## src/rtl/hilo_divider.sv

```systemverilog
// Execute-stage iterative signed divider owning the HI/LO registers.
// One restoring step per cycle; MFHI/MFLO read HI/LO combinationally and stall while a divide runs.
module hilo_divider #(
  parameter int WIDTH = 32,
  parameter int CNT_W = 6
) (
  input  logic             clock,
  input  logic             reset_n,
  input  logic             has_div_e,
  input  logic             is_mf_hi_e,
  input  logic             is_mf_lo_e,
  input  logic             flush_e,
  input  logic [WIDTH-1:0] src_a,
  input  logic [WIDTH-1:0] src_b,
  output logic             busy,
  output logic             stall,
  output logic [WIDTH-1:0] hilo_out,
  output logic             div_by_zero
);

  typedef enum logic [1:0] {
    IDLE,
    CALC,
    FIX,
    FIX_Z
  } state_t;

  state_t           state;
  logic [WIDTH-1:0] hi;
  logic [WIDTH-1:0] lo;
  logic [WIDTH-1:0] quo;
  logic [WIDTH-1:0] rem;
  logic [WIDTH-1:0] divisor;
  logic             sign_q;
  logic             sign_r;
  logic [CNT_W-1:0] counter;

  logic             start;
  logic [WIDTH-1:0] mag_a;
  logic [WIDTH-1:0] mag_b;
  logic [WIDTH:0]   rem_shift;
  logic             fits;
  logic [WIDTH-1:0] rem_next;

  // NOTE: every signal assigned in always_comb gets a default first, so no path can infer a latch.
  always_comb begin
    start     = 1'b0;
    mag_a     = src_a;
    mag_b     = src_b;
    rem_shift = {rem, quo[WIDTH-1]};
    fits      = 1'b0;
    rem_next  = rem_shift[WIDTH-1:0];

    start = (state == IDLE) && has_div_e && !flush_e;
    if (src_a[WIDTH-1]) mag_a = -src_a;
    if (src_b[WIDTH-1]) mag_b = -src_b;

    // The shifted remainder can exceed WIDTH bits, so the compare keeps a guard bit.
    fits = rem_shift >= {1'b0, divisor};
    if (fits) rem_next = WIDTH'(rem_shift - {1'b0, divisor});
  end

  // NOTE: sequential state is written with non-blocking assignments only, so every register
  // samples the pre-edge value of every other register.
  // NOTE: the datapath registers are few and are reset along with the control state, which keeps
  // simulation free of X and costs nothing meaningful here.
  always_ff @(posedge clock or negedge reset_n) begin
    if (!reset_n) begin
      state       <= IDLE;
      hi          <= '0;
      lo          <= '0;
      quo         <= '0;
      rem         <= '0;
      divisor     <= '0;
      sign_q      <= 1'b0;
      sign_r      <= 1'b0;
      counter     <= '0;
      div_by_zero <= 1'b0;
    end else begin
      unique case (state)
        IDLE: begin
          if (start) begin
            div_by_zero <= (src_b == '0);
            if (src_b == '0) begin
              quo   <= src_a;
              state <= FIX_Z;
            end else begin
              quo     <= mag_a;
              divisor <= mag_b;
              sign_q  <= src_a[WIDTH-1] ^ src_b[WIDTH-1];
              sign_r  <= src_a[WIDTH-1];
              rem     <= '0;
              counter <= CNT_W'(WIDTH);
              state   <= CALC;
            end
          end
        end
        CALC: begin
          rem     <= rem_next;
          quo     <= {quo[WIDTH-2:0], fits};
          counter <= counter - 1'b1;
          if (counter == CNT_W'(1)) state <= FIX;
        end
        FIX: begin
          lo    <= sign_q ? -quo : quo;
          hi    <= sign_r ? -rem : rem;
          state <= IDLE;
        end
        FIX_Z: begin
          hi    <= quo;
          lo    <= {WIDTH{1'b1}};
          state <= IDLE;
        end
        default: state <= IDLE;
      endcase
    end
  end

  assign busy     = (state != IDLE);
  assign stall    = busy && (has_div_e || is_mf_hi_e || is_mf_lo_e);
  assign hilo_out = is_mf_hi_e ? hi : lo;

endmodule
```

## config.mk

```make
export PLATFORM = sky130hd
export DESIGN_NAME = hilo_divider
export DESIGN_NICKNAME = d
export VERILOG_FILES = /design/src/rtl/hilo_divider.sv
export SDC_FILE = /design/constraint.sdc
export NUM_CORES = 1
export LEC_CHECK = 0
export CORE_UTILIZATION = 46
export CTS_CLUSTER_SIZE = 16
export DETAILED_ROUTE_END_ITERATION = 6
export GPL_TIMING_DRIVEN = 1
export PLACE_DENSITY = 0.66
export SYNTH_ARGS = -nofsm -noshare
export SYNTH_HDL_FRONTEND = slang
export SYNTH_SLANG_ARGS = --single-unit
```

## constraint.sdc

```tcl
create_clock -name clock -period 6 [get_ports clock]
set_input_delay 1.2 -clock clock [delete_from_list [all_inputs] [get_ports clock]]
set_output_delay 1.2 -clock clock [all_outputs]
set_load 0.01 [all_outputs]
```

**After elaboration in Yosys (flattened, before gate mapping)**

Index checks and enable logic that the tools add are counted.

- Bits of input ports: 70
- Flip-flop bits (word level): 171
- Output and inout port bits: 35
- Word-level logic and storage cells: 64

- Bitwise operators: 2
- Reductions and logical operators: 17
- Mux-type cells: 21
- Magnitude comparators: 1
- Eq/ne operators: 7
- $add $sub $neg: 6

Operators with widths:

| operator | count |
|---|---|
| $mux 32 | 10 |
| $pmux 32 s2 | 4 |
| $neg 32->32 | 4 |
| $ge 33x32->1 | 1 |
| $logic_not 32->1 | 1 |
| $sub 32x32->32 | 1 |
| $mux 6 | 2 |
| $pmux 6 s2 | 1 |
| $eq 6x1->1 const B | 1 |
| $mux 2 | 3 |
| $ne 2x2->1 const B | 3 |
| $pmux 2 s3 | 1 |
| $reduce_and 2->1 | 3 |
| $reduce_and 3->1 | 2 |
| $reduce_bool 2->1 | 3 |
| $sub 6x1->6 const B | 1 |
| $eq 2x2->1 const B | 2 |
| $logic_and 1x1->1 | 3 |
| $eq 2x1->1 const B | 1 |
| $logic_not 2->1 | 1 |
| $logic_or 1x1->1 | 2 |
| $reduce_or 2->1 | 1 |
| $logic_not 1->1 | 1 |
| $not 1->1 | 1 |
| $xor 1x1->1 | 1 |

**Depth between registers and ports, before layout**

- Depth after elaboration: 5
- Gate-level depth with buffers: 12
- Mapped depth without buffers: 12

**Least setup slack after synthesis**

Ideal clock, no wire load.

- Path type: input port to flip-flop
- Start point: input src_b[0]
- End point: register rem[16]
- Arrival time: 3.587 ns
- Required time: 5.917 ns
- Library setup time: 0.083 ns
- Stages: 12
- Setup slack: 2.330 ns
- Path buffers: 3
- Cell sequence: inv_1 ha_1 or3b_2 nor4_1 nand4_1 or2_1 clkbuf_1 o21ai_1 clkbuf_1 clkbuf_1 a32oi_1 o21ai_0

- Longest elaborated chain between the ends: 3

RTL lines:

| element | RTL line | RTL |
|---|---|---|
| start: declaration | 14 | `input logic [WIDTH-1:0] src_b,` |
| $logic_not 32->1 | 84 | `if (src_b == '0) begin` |
| $ne 2x2->1 (no source line) | -- |  |
| $reduce_and 3->1 (no source line) | -- |  |
| end signal: assignment | 99 | `rem <= rem_next;` |
| end: declaration | 32 | `logic [WIDTH-1:0] rem;` |

No other way between the ends.
A chain may end at the register's enable or synchronous reset.

**Worst setup path after layout**

- Start point: input is_mf_hi_e
- End point: output hilo_out[10]

- Longest elaborated chain between the ends: 1

RTL lines:

| element | RTL line | RTL |
|---|---|---|
| start: declaration | 10 | `input logic is_mf_hi_e,` |
| $mux 32 | 121 | `assign hilo_out = is_mf_hi_e ? hi : lo;` |
| end: declaration | 17 | `output logic [WIDTH-1:0] hilo_out,` |

No other way between the ends.

==> flow_summary_export.csv <==
group,metric,value,unit
power_and_ir_drop,total_leakage_power,5.67,nW
finish,final_util,54.2,%
synthesis,synthTopCellsByArea,"dfrtp_1 36%, xor2_1 7.1%, o21ai_0 6.5%",
worst_setup_path,worstPathArrival,3.26,ns
synthesis,async_reset_ff_share,100,%
grt,track_usage,26.1,%
timing,fin_setup_tns,0,ns
finish,final_layout_size_suffix_gt1_share,8.53,%
timing,min_period,4.46,ns
floorplanning,io_pins,105,
timing,slew_headroom,32.4,%
synthesis,syn_area_per_cell,8.53,um^2
worst_hold_path,min_path_cells,2,
power_and_ir_drop,power.total,0.00825,W
grt,grt_pass1_wl,53.5,mm
finish,syn2layout_area_growth,15.8,%
worst_setup_path,cp-end-kind,"output port",
synthesis,synth_nets,1492,
floorplanning,die_h,162,um
synthesis,yosysTopAreaCellShare,36.3,%
cts,ctsRootBufferMaster,"clkbuf_16",
synthesis,synth-main-ff-cell,"dfrtp_1",
timing,hold_viol_final,0,
placed_design,preCtsSetupSlack,1.48,ns
timing,setup_viol,0,
placed_design,dp_hpwl,25.5,mm
floorplanning,start_util,46.8,%
synthesis,netlist_area,11800,um^2
cts,cts_num_sinks,171,
grt,grt_pass1_vias,9686,
grt,antenna_found_initial,2,
route,vias,10500,
timing,hold_ws,0.481,ns
timing,max_freq,224,MHz
grt,grt_start_max_net_pins,104,
cts,postCtsSetupRepairBufs,0,
synthesis,synth_edf_count,0,
route,dr.pass1.iters,5,
synthesis,yosys_register_bits,171,
run,drv_cap,0,
cts,clkLatencyLatePin,0.44,ns
timing,fin_crit_sh,74.3,%
worst_setup_path,crit_type,"in -> out",
worst_hold_path,hold_path_class,"reg -> reg",
route,ant_nets,0,
timing,grt_setup_unrepaired,"false",
cts,clockBufferDepth,2,
worst_setup_path,startpoint_type,"input pin",
route,drc_errors,0,
cts,clk_pin_slew,0.06,ns
worst_setup_path,r2r-start,"rem[7]",
cts,cts_buffers,17,
floorplanning,dieArea,26300,um^2
cts,cts_tree,"yes",
worst_setup_path,r2r_cells,9,
synthesis,synth_top_area_cell,"dfrtp_1",
synthesis,ys_types,66,
timing,setup_ws,1.54,ns
power_and_ir_drop,p_per_area,604,nW/um^2
route,wl_per_cell,18.8,um
cts,htreeDepth,4,
outcome,status,"finished clean",
synthesis,syn_inst,1383,
worst_hold_path,hp-start,"divisor[15]",
synthesis,ys_seq_area_share,36.3,%
finish,layout.nets,1549,
placed_design,routabilityCongestion,0.916,
floorplanning,die_w,162,um
placed_design,io_buffers,104,
power_and_ir_drop,vdd_ir_drop_max,0.229,mV
floorplanning,std_cell_rows,58,
grt,grt_remaining_overflow,0,
timing,final_max_slew_viol_count,0,
worst_hold_path,min_to,"divisor[15]",
cts,cts_hold_buffers,0,
route,via_per_inst,5.90,
worst_setup_path,required,4.80,ns
cts,cts_resized,0,
timing,worstMarginPinSlew,1.01,ns
finish,fill_cells,2362,
route,drt_iter0_drc,898,
finish,diodes,0,
timing,fin_skew,0.0138,ns
floorplanning,core_area,25200,um^2
worst_setup_path,crit_path_max_fanout,15,
worst_setup_path,r2r_end,"quo[0]",
synthesis,synth_warnings,0,
route,routed_wl,33.5,mm
worst_setup_path,ff2ff_setup_slack,1.70,ns
==> worst max-delay path, cell delays in order <==
cell and delay [ns]:
clkdlybuf4s50_1 0.89, buf_4 0.33, mux2_2 0.36, clkdlybuf4s50_1 0.47
==> final cells by class <==
type	count	area (um^2)	area share [%]
Multi-Input combinational cell	1063	6950	50.9
Sequential cell	171	4280	31.3
Timing Repair Buffer	121	1170	8.57
Clock buffer	21	470	3.45
Tap cell	330	413	3.02
Inverter	66	248	1.81
Clock inverter	11	121	0.889
==> stage by stage <==
| step | cells | cell area (um^2) |
|---|---|---|
| after floorplan | 1383 | 11800 |
| after global placement | 1751 | 13100 |
| after detailed placement | 1751 | 13100 |
| after CTS | 1783 | 13700 |
| after global routing | 1783 | 13700 |
| final | 1783 | 13700 |
==> state kept, by name (all words and copies together), names as in the netlist <==
register,cells
state,2
counter,6
div_by_zero,1
rem,32
sign_q,1
lo,32
hi,32
quo,32
divisor,32
sign_r,1
==> cells in the mapped netlist, types with 3 or more instances <==
library cell	n
o41ai_1	22
nand2_1	161
o21ai_0	152
o22ai_1	17
nand4_1	11
a21o_1	8
o21a_1	6
nor3_1	14
o221ai_1	16
nand2b_1	7
mux2i_1	20
a32oi_1	17
ha_1	38
a31oi_1	5
or2_2	10
nand3_1	30
buf_1	4
nand4b_1	3
nor2_1	84
clkbuf_1	72
a22oi_1	6
or4_1	17
o21bai_1	6
o31ai_1	29
inv_1	66
and2_1	4
buf_2	6
and3_1	6
xnor2_1	50
nor4_1	12
mux2_2	49
a21oi_1	100
dfrtp_1	171
xor2_1	96
nor2b_1	8
o211ai_1	3
or3_1	19
==> cell usage in the layout (no fill, tap or decap), types with 38 or more instances in the layout <==
master | Yosys | layout
dfrtp_1 | 171 | 170
mux2_2 | 49 | 49
o21ai_0 | 152 | 152
nand2_1 | 161 | 161
nor2_1 | 84 | 84
xnor2_1 | 50 | 50
a21oi_1 | 100 | 100
ha_1 | 38 | 38
xor2_1 | 96 | 96
inv_1 | 66 | 66
clkdlybuf4s50_1 | 0 | 103
==> kinds of logic after synthesis <==
| group | after synthesis | synth area share [%] |
|---|---|---|
| and+or+nand+nor | 400 | 16.1 |
| muxes | 69 | 6.38 |
| buffers and inverters | 149 | 4.82 |
| xor gates and xnor gates | 146 | 10.8 |
| DFF | 171 | 36.3 |
| adders and majority gates | 39 | 4.20 |
| AOI/OAI and AO/OA | 409 | 21.3 |
==> worst max path at each step <==
| stage | endpoint | slack, ns | startpoint |
|---|---|---|---|
| global placement | hilo_out[9] | 1.56 | is_mf_hi_e |
| finish | hilo_out[10] | 1.54 | is_mf_hi_e |
| floorplan | rem[16] | 2.33 | src_b[0] |
| CTS | hilo_out[16] | 1.49 | is_mf_hi_e |
| global route | hilo_out[10] | 1.43 | is_mf_hi_e |
| detailed placement | hilo_out[16] | 1.48 | is_mf_hi_e |
==> power breakdown <==
group / total [W] / internal [W] / leakage, nW / switching (W)
Clock: 0.00112 / 0.000619 / 0.290 / 0.000496
Sequential: 0.00250 / 0.00174 / 2.07 / 0.000770
Combinational: 0.00463 / 0.00201 / 3.31 / 0.00263
==> layer usage <==
layer	track usage, %	share of wire [%]	vias to the layer above
li1	-	-	5084
met2	38.9	44	330
met1	38.3	47	5065
met5	0.758	0	-
met3	5.01	7.2	42
met4	7.46	1.9	0
Note: power is estimated with default switching activity, not from simulation.
